**src/rtl/pc_sequencer.sv**
```systemverilog
// Program-counter unit: PC register, prioritised next-PC selection, EPC capture
// and a circular return-address stack that predicts jr $ra targets.
module pc_sequencer #(
    parameter int             N            = 32,
    parameter logic [N-1:0]   RESET_VECTOR = 32'h0040_0000,
    parameter logic [N-1:0]   EXC_VECTOR   = 32'h8000_0180,
    parameter int             RAS_DEPTH    = 4
) (
    input  logic         clk,
    input  logic         rst,
    input  logic         stall_i,
    input  logic         exc_i,
    input  logic         eret_i,
    input  logic         branch_taken_i,
    input  logic [N-1:0] branch_target_i,
    input  logic         jump_i,
    input  logic         call_i,
    input  logic         ret_i,
    input  logic [N-1:0] jump_target_i,
    output logic [N-1:0] pc_o,
    output logic [N-1:0] pc_plus4_o,
    output logic [N-1:0] epc_o,
    output logic [N-1:0] ras_top_o,
    output logic         ras_empty_o,
    output logic         ras_full_o,
    output logic         misalign_o,
    output logic         ras_underflow_o
);

    localparam int PW = $clog2(RAS_DEPTH);
    localparam int CW = $clog2(RAS_DEPTH + 1);
    localparam logic [PW-1:0] PTR_ONE   = PW'(1);
    localparam logic [CW-1:0] CNT_ONE   = CW'(1);
    localparam logic [CW-1:0] CNT_FULL  = CW'(RAS_DEPTH);

    logic [N-1:0]  pc_q, pc_d;
    logic [N-1:0]  epc_q, epc_d;
    logic [N-1:0]  ras_mem_q [RAS_DEPTH];
    logic [N-1:0]  ras_mem_d [RAS_DEPTH];
    logic [PW-1:0] ras_ptr_q, ras_ptr_d;
    logic [CW-1:0] ras_count_q, ras_count_d;
    logic          misalign_q, misalign_d;
    logic          underflow_q, underflow_d;

    logic [N-1:0]  pc_plus4;
    logic [N-1:0]  ras_top;
    logic          ras_empty;
    logic          ras_full;
    logic          redirect;
    logic [N-1:0]  target;
    logic          push;
    logic          pop;

    assign pc_plus4  = pc_q + N'(4);
    assign ras_empty = (ras_count_q == '0);
    assign ras_full  = (ras_count_q == CNT_FULL);
    // Top lives just below the write pointer; the pointer wraps modulo the depth.
    assign ras_top   = ras_empty ? '0 : ras_mem_q[ras_ptr_q - PTR_ONE];

    always_comb begin
        pc_d        = pc_plus4;
        epc_d       = epc_q;
        ras_mem_d   = ras_mem_q;
        ras_ptr_d   = ras_ptr_q;
        ras_count_d = ras_count_q;
        misalign_d  = 1'b0;
        underflow_d = 1'b0;
        redirect    = 1'b0;
        target      = '0;
        push        = 1'b0;
        pop         = 1'b0;

        if (exc_i) begin
            pc_d  = EXC_VECTOR;
            epc_d = pc_q;
        end else if (stall_i) begin
            pc_d = pc_q;
        end else begin
            if (eret_i) begin
                redirect = 1'b1;
                target   = epc_q;
            end else if (branch_taken_i) begin
                redirect = 1'b1;
                target   = branch_target_i;
            end else if (jump_i) begin
                redirect = 1'b1;
                target   = jump_target_i;
                push     = call_i;
            end else if (ret_i) begin
                if (ras_empty) begin
                    underflow_d = 1'b1;
                end else begin
                    redirect = 1'b1;
                    target   = ras_top;
                    pop      = 1'b1;
                end
            end

            // A misaligned redirect traps instead and leaves the RAS untouched.
            if (redirect && (target[1:0] != 2'b00)) begin
                pc_d       = EXC_VECTOR;
                epc_d      = pc_q;
                misalign_d = 1'b1;
            end else begin
                if (redirect) begin
                    pc_d = target;
                end
                if (push) begin
                    ras_mem_d[ras_ptr_q] = pc_plus4;
                    ras_ptr_d            = ras_ptr_q + PTR_ONE;
                    if (!ras_full) begin
                        ras_count_d = ras_count_q + CNT_ONE;
                    end
                end else if (pop) begin
                    ras_ptr_d   = ras_ptr_q - PTR_ONE;
                    ras_count_d = ras_count_q - CNT_ONE;
                end
            end
        end
    end

    always_ff @(posedge clk or negedge rst) begin
        if (!rst) begin
            pc_q        <= RESET_VECTOR;
            epc_q       <= '0;
            ras_ptr_q   <= '0;
            ras_count_q <= '0;
            misalign_q  <= 1'b0;
            underflow_q <= 1'b0;
            for (int i = 0; i < RAS_DEPTH; i++) begin
                ras_mem_q[i] <= '0;
            end
        end else begin
            pc_q        <= pc_d;
            epc_q       <= epc_d;
            ras_ptr_q   <= ras_ptr_d;
            ras_count_q <= ras_count_d;
            misalign_q  <= misalign_d;
            underflow_q <= underflow_d;
            for (int i = 0; i < RAS_DEPTH; i++) begin
                ras_mem_q[i] <= ras_mem_d[i];
            end
        end
    end

    assign pc_o            = pc_q;
    assign pc_plus4_o      = pc_plus4;
    assign epc_o           = epc_q;
    assign ras_top_o       = ras_top;
    assign ras_empty_o     = ras_empty;
    assign ras_full_o      = ras_full;
    assign misalign_o      = misalign_q;
    assign ras_underflow_o = underflow_q;

endmodule
```
**config.mk**
```make
export PLATFORM = sky130hd
export DESIGN_NAME = pc_sequencer
export DESIGN_NICKNAME = d
export VERILOG_FILES = /design/src/rtl/pc_sequencer.sv
export SDC_FILE = /design/constraint.sdc
export NUM_CORES = 1
export LEC_CHECK = 0
export BUFFER_PORTS_ARGS = -buffer_cell sky130_fd_sc_hd__buf_2
export CORE_ASPECT_RATIO = 1.2
export CORE_MARGIN = 2
export CORE_UTILIZATION = 45
export DETAILED_ROUTE_END_ITERATION = 8
export MAX_ROUTING_LAYER = met4
export PLACE_DENSITY = 0.7
export SLEW_MARGIN = 20
export SYNTH_ARGS = -nofsm -noshare
export SYNTH_HDL_FRONTEND = slang
export SYNTH_SLANG_ARGS = --single-unit
```
**constraint.sdc**
```tcl
create_clock -name clk -period 3.2 [get_ports clk]
set_input_delay 0.64 -clock clk [delete_from_list [all_inputs] [get_ports clk]]
set_output_delay 0.64 -clock clk [all_outputs]
set_load 0.02 [all_outputs]
```
# Yosys cells after proc, flatten, opt, wreduce, memory -nomap -nowiden
# Cells that the tools add are included.
word_totals:
  ff_bits: 199
  input_bits: 73
  output_inout_bits: 132
  elab_cells: 89
op_classes:
  add_sub_neg: 5
  n_lt_le_gt_ge: 3
  n_eq_ne: 3
  n_mux: 53
  n_bitwise: 5
  reduce_logical: 10
op_table:
  columns: ["cell", "n"]
  rows:
  - ["32-bit 2-to-1 mux", 18]
  - ["128-bit bitwise mux", 1]
  - ["32-bit binary-select mux with 2-bit select", 1]
  - ["32-bit demux with 2-bit select", 1]
  - ["32-bit by 3-bit adder with 32-bit output, second input constant", 1]
  - ["1-bit 2-to-1 mux", 27]
  - ["3-bit 2-to-1 mux", 3]
  - ["4-bit AND reduction", 2]
  - ["3-bit greater-or-equal comparator, second input constant", 2]
  - ["2-bit inverter with 3-bit output", 2]
  - ["2-bit nonzero test", 3]
  - ["5-bit AND reduction", 1]
  - ["2-bit 2-to-1 mux", 2]
  - ["3-bit by 1-bit adder with 3-bit output, second input constant", 1]
  - ["3-bit equality test, second input constant", 1]
  - ["3-bit logical NOT", 1]
  - ["3-bit by 1-bit < comparator with 1-bit output, second input constant", 1]
  - ["1-bit inverter", 3]
  - ["3-bit by 1-bit subtractor with 3-bit output, second input constant", 1]
  - ["2-bit by 1-bit adder with 2-bit output, second input constant", 1]
  - ["1-bit logical AND", 2]
  - ["2-bit by 1-bit inequality test with 1-bit output, second input constant", 1]
  - ["2-bit inequality test, second input constant", 1]
  - ["2-bit AND reduction", 1]
  - ["2-bit by 1-bit subtractor with 2-bit output, second input constant", 1]

# Depth between registers and ports, before layout
# Gate-level depths: netlist (run 1).
logic_depth:
  ltp_word: 18
  depth_mapped: 13
  ltp_nobuf: 7

# Least setup slack after synthesis (run 1)
# Ideal clock, no wire load.
synth_timing:
  path_type: "reg2reg"
  start: "register ras_ptr_q[0]"
  end: "register epc_q[0], in the netlist epc_o[0]"
  setup_ns: 0.125
  t_arrival_ns: 3.266
  required_time_ns: 3.075
  slack_ns: -0.190
  stages_incl_launch_ff: 13
  n_path_buf: 5
  period_less_slack_ns: 3.390
  path_cell_list: "dfrtp_1 > buf_4 > buf_2 > buf_2 > inv_1 > ha_1 > clkbuf_1 > mux4_2 > o21a_4 > nand2b_1 > a31oi_2 > buf_4 > mux2_2"
synth_via:
  elab_chain_len: 17
synth_lines:
  columns: ["item", "line", "rtl"]
  rows:
  - ["start, declared", "40", "logic [PW-1:0] ras_ptr_q, ras_ptr_d;"]
  - ["start signal, assigned", "136", "ras_ptr_q <= ras_ptr_d;"]
  - ["2-bit by 1-bit subtractor with 2-bit output", "58", "assign ras_top = ras_empty ? '0 : ras_mem_q[ras_ptr_q - PTR_ONE];"]
  - ["2-bit inverter with 3-bit output (implied by the code)", "58", null]
  - ["32-bit binary-select mux with 2-bit select", "58", null]
  - ["32-bit 2-to-1 mux (implied by the code) (2 in a row)", "58", null]
  - ["32-bit 2-to-1 mux", "58", null]
  - ["32-bit 2-to-1 mux", "90", "if (ras_empty) begin"]
  - ["32-bit 2-to-1 mux", "89", "end else if (ret_i) begin"]
  - ["32-bit 2-to-1 mux", "85", "end else if (jump_i) begin"]
  - ["32-bit 2-to-1 mux", "82", "end else if (branch_taken_i) begin"]
  - ["32-bit 2-to-1 mux", "79", "if (eret_i) begin"]
  - ["32-bit 2-to-1 mux", "76", "end else if (stall_i) begin"]
  - ["32-bit 2-to-1 mux", "73", "if (exc_i) begin"]
  - ["2-bit nonzero test", "100", "if (redirect && (target[1:0] != 2'b00)) begin"]
  - ["1-bit logical AND", "100", null]
  - ["2-bit nonzero test (no source line)", null, null]
  - ["2-bit AND reduction (no source line)", null, null]
  - ["end signal, assigned", "135", "epc_q <= epc_d;"]
  - ["end, declared", "37", "logic [N-1:0] epc_q, epc_d;"]
# Every way passes these cells. The select of a mux whose other input is x is not followed.
# A chain may end at the register's enable or synchronous reset.

# Worst setup path after layout (run 1)
layout_timing:
  start: "register pc_q[16], in the netlist pc_o[16]"
  end: "output port pc_plus4_o[29]"
layout_via:
  elab_chain_len: 1
layout_lines:
  columns: ["item", "line", "rtl"]
  rows:
  - ["start, declared", "36", "logic [N-1:0] pc_q, pc_d;"]
  - ["start signal, assigned", "134", "pc_q <= pc_d;"]
  - ["32-bit by 3-bit adder with 32-bit output", "54", "assign pc_plus4 = pc_q + N'(4);"]
  - ["end, declared", "21", "output logic [N-1:0] pc_plus4_o,"]
# Every way passes these cells.

==> results.json, run 1 <==
{
  "synthXorXnorAreaFrac_pct": 2.48,
  "p_int_uw": 5130,
  "cts_buffer_depth": 2,
  "outcome": "completed",
  "antenna_found_initial": 2,
  "routedWlPerCell_um": 22.3,
  "ys_ff_latch": 199,
  "synth-adder-area-share_pct": 0.808,
  "hp-class": "in2async",
  "wl_um": 31700,
  "drt_iter0_markers": 774,
  "synth_cells": 902,
  "firstDrtPassIters": 6,
  "multi_input_area_um2": 4880,
  "clockPowerShare_pct": 30.2,
  "initial_core_util_pct": 45.7,
  "ys_seq_area_share_pct": 48.7,
  "worstRegToRegCells": 8,
  "setup.worst_path.end": "pc_plus4_o[29]",
  "critPathCaptureType": "primary output",
  "synth_top_family_by_area": "multiplexers",
  "io_pins": 205,
  "synth_compound_area_share_pct": 14.7,
  "clock.fmax_ghz": 0.313,
  "critical_path.startpoint": "pc_o[16]",
  "die_h_um": 169,
  "synth_edf_count": 0,
  "rows": 60,
  "clock_sinks": 199,
  "grt_pass1_vias": 8474,
  "combinationalPowerShare_pct": 30.9,
  "hold_buffers": 0,
  "core_area_um2": 22400,
  "critPathMaxFanout": 5,
  "synth_nets": 981,
  "nFillCells": 1872,
  "p_per_area_nw_per_um2": 610,
  "placed_area_um2": 11800,
  "die_width_um": 142,
  "final-hold-violation-count": 0,
  "r2r_slack_ns": 0.42,
  "use_met1_pct": 36.3,
  "fin_tns_setup_ns": 0,
  "slew_headroom_pct": 33.7,
  "cts-root-buf": "clkbuf_16",
  "die-area_um2": 23900,
  "grt_pass1_wl_um": 48700,
  "grt_setup_unrepaired": "true",
  "async_flop_share_pct": 100,
  "p_leak_uw": 0.00635,
  "finalMaxSlewViolations": 0,
  "switching_share_pct": 33.6,
  "path_class": "reg2out",
  "routabilityCongestion": 0.889,
  "port-buffer-count": 204,
  "fin_crit_ns": 3.20,
  "viasPerCell": 5.98,
  "nets": 1209,
  "clk_pin_slew_ns": 0.07,
  "avgSynthCellArea_um2": 11.3,
  "worstMarginPinSlew_ns": 0.994,
  "synth_mux_area_share_pct": 16.7,
  "reg2reg_from": "ras_ptr_q[1]",
  "cts.htree.levels": 4,
  "yosysWarnings": 0,
  "drive_gt1_share_pct": 40.3,
  "vdd_drop_max_v": 0.000454,
  "cp.required_ns": 2.56,
  "synthDistinctLibCells": 65,
  "seqPwrFrac_pct": 38.9,
  "max-cap-violations": 0,
  "clk_latency_ns": 0.44,
  "start_kind": "flip-flop",
  "gr-usage-met3_pct": 4.84,
  "regArea_um2": 4990,
  "postRouteAntennaNets": 0,
  "arrival_ns": 2.56,
  "finalSetupViolCount": 0,
  "post-dp-hpwl_um": 22200,
  "synth_simple_gate_area_share_pct": 11.8,
  "grt_use_met2_pct": 42.8,
  "grt.total_usage_pct": 27.4,
  "synth_ff_type": "dfrtp_1",
  "grt_max_degree": 70,
  "finalCritPeriodShare_pct": 99.9,
  "cts_tree": "built",
  "drcViolationCount": 0,
  "vias": 8508,
  "gr-total-overflow": 0,
  "area_growth_pct": 24.0,
  "r2r_end": "ras_mem_q[122]",
  "worst_hold_slack_ns": 0.199,
  "syn_area_um2": 10200,
  "busiest_layer": "met2",
  "finClkSkew_ns": 0.00991,
  "fin_area_um2": 12700,
  "power_switching_uw": 2600,
  "cts_made_buffers": 17
}
flip-flops by register name, indices dropped and copies added (netlist names):
name             count
pc_o                32
ras_mem_q          128
ras_count_q          3
misalign_o           1
ras_underflow_o      1
epc_o               32
ras_ptr_q            2
worst max-delay path: stages, from the launching register on:
cell,delay [ns]
dfrtp_1,0.40
nand4_1,0.32
nor4_2,0.46
nand4_1,0.29
xor2_2,0.24
buf_4,0.17
inv_1,0.07
buf_2,0.16
metal layers:
layer | up-vias | wire length (µm) | share of wire, %
met3 | 69 | 2350 | 7.4
met4 | 0 | 959 | 3.0
li1 | 3731 | - | -
met2 | 404 | 15400 | 49
met5 | - | 0 | 0
met1 | 4304 | 13000 | 41
final cells by class:
class                   count  share of cell area [%]
diodes                      1                  0.0197
clock buffers              19                    3.49
clock inverters            13                    1.49
inverters                  43                    1.27
multi-input cells         595                    38.5
flip-flops and latches    199                    39.4
well taps                 279                    2.75
repair buffers            274                    13.1
cells by family (layout without fill, tap and decap cells):
group	count (synthesis)	in the layout
muxes	111	111
adders and majority gates	6	6
and+or+nand+nor	237	237
buffers and inverters	108	349
xor gates and xnor gates	29	29
DFF	199	199
AOI/OAI and AO/OA	212	212
other	0	1
how the worst min path moves through the flow:
stage | to | slack [ns] | cells after the start
6_report | ras_mem_q[68] | 0.20 | 1
4_1_cts | ras_mem_q[100] | 0.22 | 1
5_1_grt | ras_mem_q[100] | 0.23 | 1
3_5_place_dp | ras_mem_q[96] | 0.49 | 1
3_3_place_gp | ras_mem_q[0] | 0.48 | 1
2_1_floorplan | epc_o[0] | 0.34 | 0
layout by cell type (no fill, tap or decap), drive strengths merged, types with 8 or more instances in the layout:
master    n
buf     273
dfrtp   198
nor2     99
a21oi    89
mux2     75
inv      48
o22ai    37
nor2b    33
mux4     32
nand2    27
a221oi   21
clkbuf   20
xor2     15
a22o     14
xnor2    14
nand4    12
a221o    12
nand3    11
nor3b    10
and3      8
nor3      8
timing repair:
item | 4_1_cts | 5_1_grt
setup buffers | 5 | 10
resized for setup | 9 | 26
setup endpoints to repair | 14 | 44
gates cloned | 0 | 0
pin swaps | 2 | 2
endpoints found under the hold margin | 0 | 0
power groups by stage:
stage	sequential, µW	clock [µW]	combinational [µW]
finish	3010	2340	2390
global route	3040	2460	2570
CTS	3000	2350	2360
detailed placement	3050	0	2330
global placement	3030	0	2300
floorplan	3050	0	1480
Yosys cell counts, drive strengths merged (7+ instances only):
cell type	number	area [µm²]
dfrtp	198	4950
a21oi	89	445
o22ai	37	231
inv	43	161
a221oi	21	184
xnor2	14	123
nor3	8	40.0
xor2	15	131
a221o	12	120
a22o	14	123
nand4	12	75.1
nand3	11	60.1
nor2b	33	206
o21ai	7	35.0
clkbuf	29	109
and3	8	50.1
nor2	99	374
buf	36	223
nor3b	10	75.1
mux4	32	721
mux2	75	946
nand2	27	101
through the flow:
step                      setup WS, ns  util (%)  total power (µW)  cells
final                          0.00434      56.7              7730   1423
after global routing           -0.0884      56.7              8060   1423
after CTS                      -0.0469      55.9              7710   1412
after detailed placement         0.329      52.7              5380   1375
after global placement           0.323      52.7              5330   1375
after floorplan                0.00220         -              4530    902
Power figures use the tool's default switching activity.
==> run 2: changes to the inputs <==
--- a/config.mk
+++ b/config.mk
@@ -6,7 +6,7 @@
 export NUM_CORES = 1
 export LEC_CHECK = 0
 export BUFFER_PORTS_ARGS = -buffer_cell sky130_fd_sc_hd__buf_2
-export CORE_ASPECT_RATIO = 1.2
+export CORE_ASPECT_RATIO = 1.4
 export CORE_MARGIN = 2
 export CORE_UTILIZATION = 45
 export DETAILED_ROUTE_END_ITERATION = 8
==> run 2 against run 1 <==
  * Worst hold slack gained 0.015 ns
  * Clock-buffer cell count grew 3
  * Non-clock buffer count rose by 10
  * Critical path type unchanged
  * Largest cell class unchanged
==> results.json, run 2 (synthesis gave the netlist of run 1 again) <==
{
  "start_kind": "flip-flop",
  "wl_um": 32200,
  "io_pins": 205,
  "vias": 8367,
  "layout_common_cells": "203 x buf_2, 188 x dfrtp_1, 97 x nor2_1, 89 x a21oi_1, 72 x buf_4",
  "nets": 1219,
  "clock_sinks": 199,
  "firstDrtPassIters": 5,
  "cp.required_ns": 2.56,
  "grt_pass1_vias": 8489,
  "port-buffer-count": 204,
  "gr-total-overflow": 0,
  "cts_tree": "built",
  "vdd_drop_max_v": 0.000418,
  "routedWlPerCell_um": 22.1,
  "postRouteAntennaNets": 0,
  "cts_made_buffers": 17,
  "n_antenna_cell": 0,
  "p_leak_uw": 0.00638,
  "finalCritPeriodShare_pct": 97.5,
  "top_register": "ras_mem_q",
  "p_per_area_nw_per_um2": 587,
  "worstMarginPinSlew_ns": 0.644,
  "finalSetupViolCount": 0,
  "outcome": "completed",
  "antenna_found_initial": 0,
  "final_cells": 1454,
  "nFillCells": 1957,
  "critPathMaxFanout": 6,
  "regArea_um2": 4990,
  "post-dp-hpwl_um": 22500,
  "arrival_ns": 2.48,
  "clk_pin_slew_ns": 0.07,
  "grt.total_usage_pct": 27.6,
  "grt_max_degree": 72,
  "drive_gt1_share_pct": 40.6,
  "path_class": "reg2out",
  "grt_pass1_wl_um": 48900,
  "die_h_um": 182,
  "grt_setup_unrepaired": "true",
  "initial_core_util_pct": 45.5,
  "hp-class": "in2async",
  "clock.fmax_ghz": 0.320,
  "rows": 65,
  "post-route-util_pct": 56.7,
  "drcViolationCount": 0,
  "fin_crit_ns": 3.12,
  "viasPerCell": 5.75,
  "finClkSkew_ns": 0.0131,
  "critPathCaptureType": "primary output",
  "die-area_um2": 24000,
  "hold_buffers": 0,
  "final_common_cell": "buf_2",
  "cts-root-buf": "clkbuf_16",
  "cts_buffer_depth": 2,
  "clk_latency_ns": 0.44,
  "cts.htree.levels": 4,
  "drt_iter0_markers": 567,
  "core_area_um2": 22400,
  "max-cap-violations": 0,
  "final-hold-violation-count": 0,
  "die_width_um": 131,
  "placed_cells": 1400,
  "finalMaxSlewViolations": 0,
  "routabilityCongestion": 0.868,
  "largest_register_ffs": 128,
  "area_growth_pct": 24.5,
  "slew_headroom_pct": 57.0,
  "multi_input_area_um2": 4920
}
run 2: changes by cell type in the layout (fill, tap and decap cells not counted), moves of 2 or more:
cell,before,now
nor4_2,4,0
nor4_4,0,3
buf_4,62,72
xor2_2,6,9
bufinv_16,4,1
inv_6,4,0
clkbuf_1,1,3
xor2_1,9,6
clkinv_4,0,5
run 2: report_power, final:
part / internal, µW / switching (µW)
clock network: 1120 / 981
registers: 2810 / 213
logic: 956 / 1390
total: 4880 / 2590
run 2: metal layers:
metal / global-route usage [%] / vias to the layer above / routed length (µm)
met3: 4.03 / 76 / 1610
met5: - / - / 0
met1: 32.8 / 4209 / 12800
met2: 47.3 / 339 / 16500
met4: 11.6 / 0 / 1260
li1: - / 3743 / -
run 2: final timing paths:
path | from | slack (ns) | end | cells after the start
worst max-delay path | pc_o[15] | 0.08 | pc_plus4_o[27] | 7
worst min-delay path | rst | 0.21 | epc_o[0] | 1
worst max register to register | ras_ptr_q[1] | 0.43 | epc_o[19] | 8
worst min register to register | ras_mem_q[96] | 0.50 | ras_mem_q[96] | 1
max in group asynchronous | rst | 2.18 | ras_mem_q[121] | 2
min in group clk | ret_i | 0.48 | ras_underflow_o | 2
run 2: through the flow:
stage / hold WS, ns / cell area (µm²) / power, µW / setup TNS (ns) / worst slack, ns
2_1_floorplan: 0.344 / 10200 / 4530 / 0 / 0.00220
5_1_grt: 0.249 / 12700 / 7770 / -0.0724 / -0.0405
6_report: 0.214 / 12700 / 7470 / 0 / 0.0792
3_5_place_dp: 0.490 / 11800 / 5370 / 0 / 0.272
4_1_cts: 0.231 / 12500 / 7450 / 0 / 0.00119
3_3_place_gp: 0.486 / 11800 / 5340 / 0 / 0.372
run 2: worst max-delay path, stage by stage (launching register included):
cell and delay, ns:
dfrtp_1 0.48, nand4_1 0.26, buf_4 0.25, nor3_1 0.24, nand3_1 0.26, xor2_2 0.27
inv_1 0.11, buf_2 0.17
run 2: final cells by class:
cell class,count,area share [%]
inverters,43,1.27
multi-input cells,595,38.6
flip-flops and latches,199,39.2
well taps,301,2.96
clock buffers,22,3.65
clock inverters,10,0.777
repair buffers,284,13.5
run 2: timing repair:
action / in CTS / in global routing
pin swaps: 2 / 7
buffers inserted: 4 / 17
cloned: 0 / 1
gates resized for setup: 9 / 24
setup endpoints to repair: 12 / 20
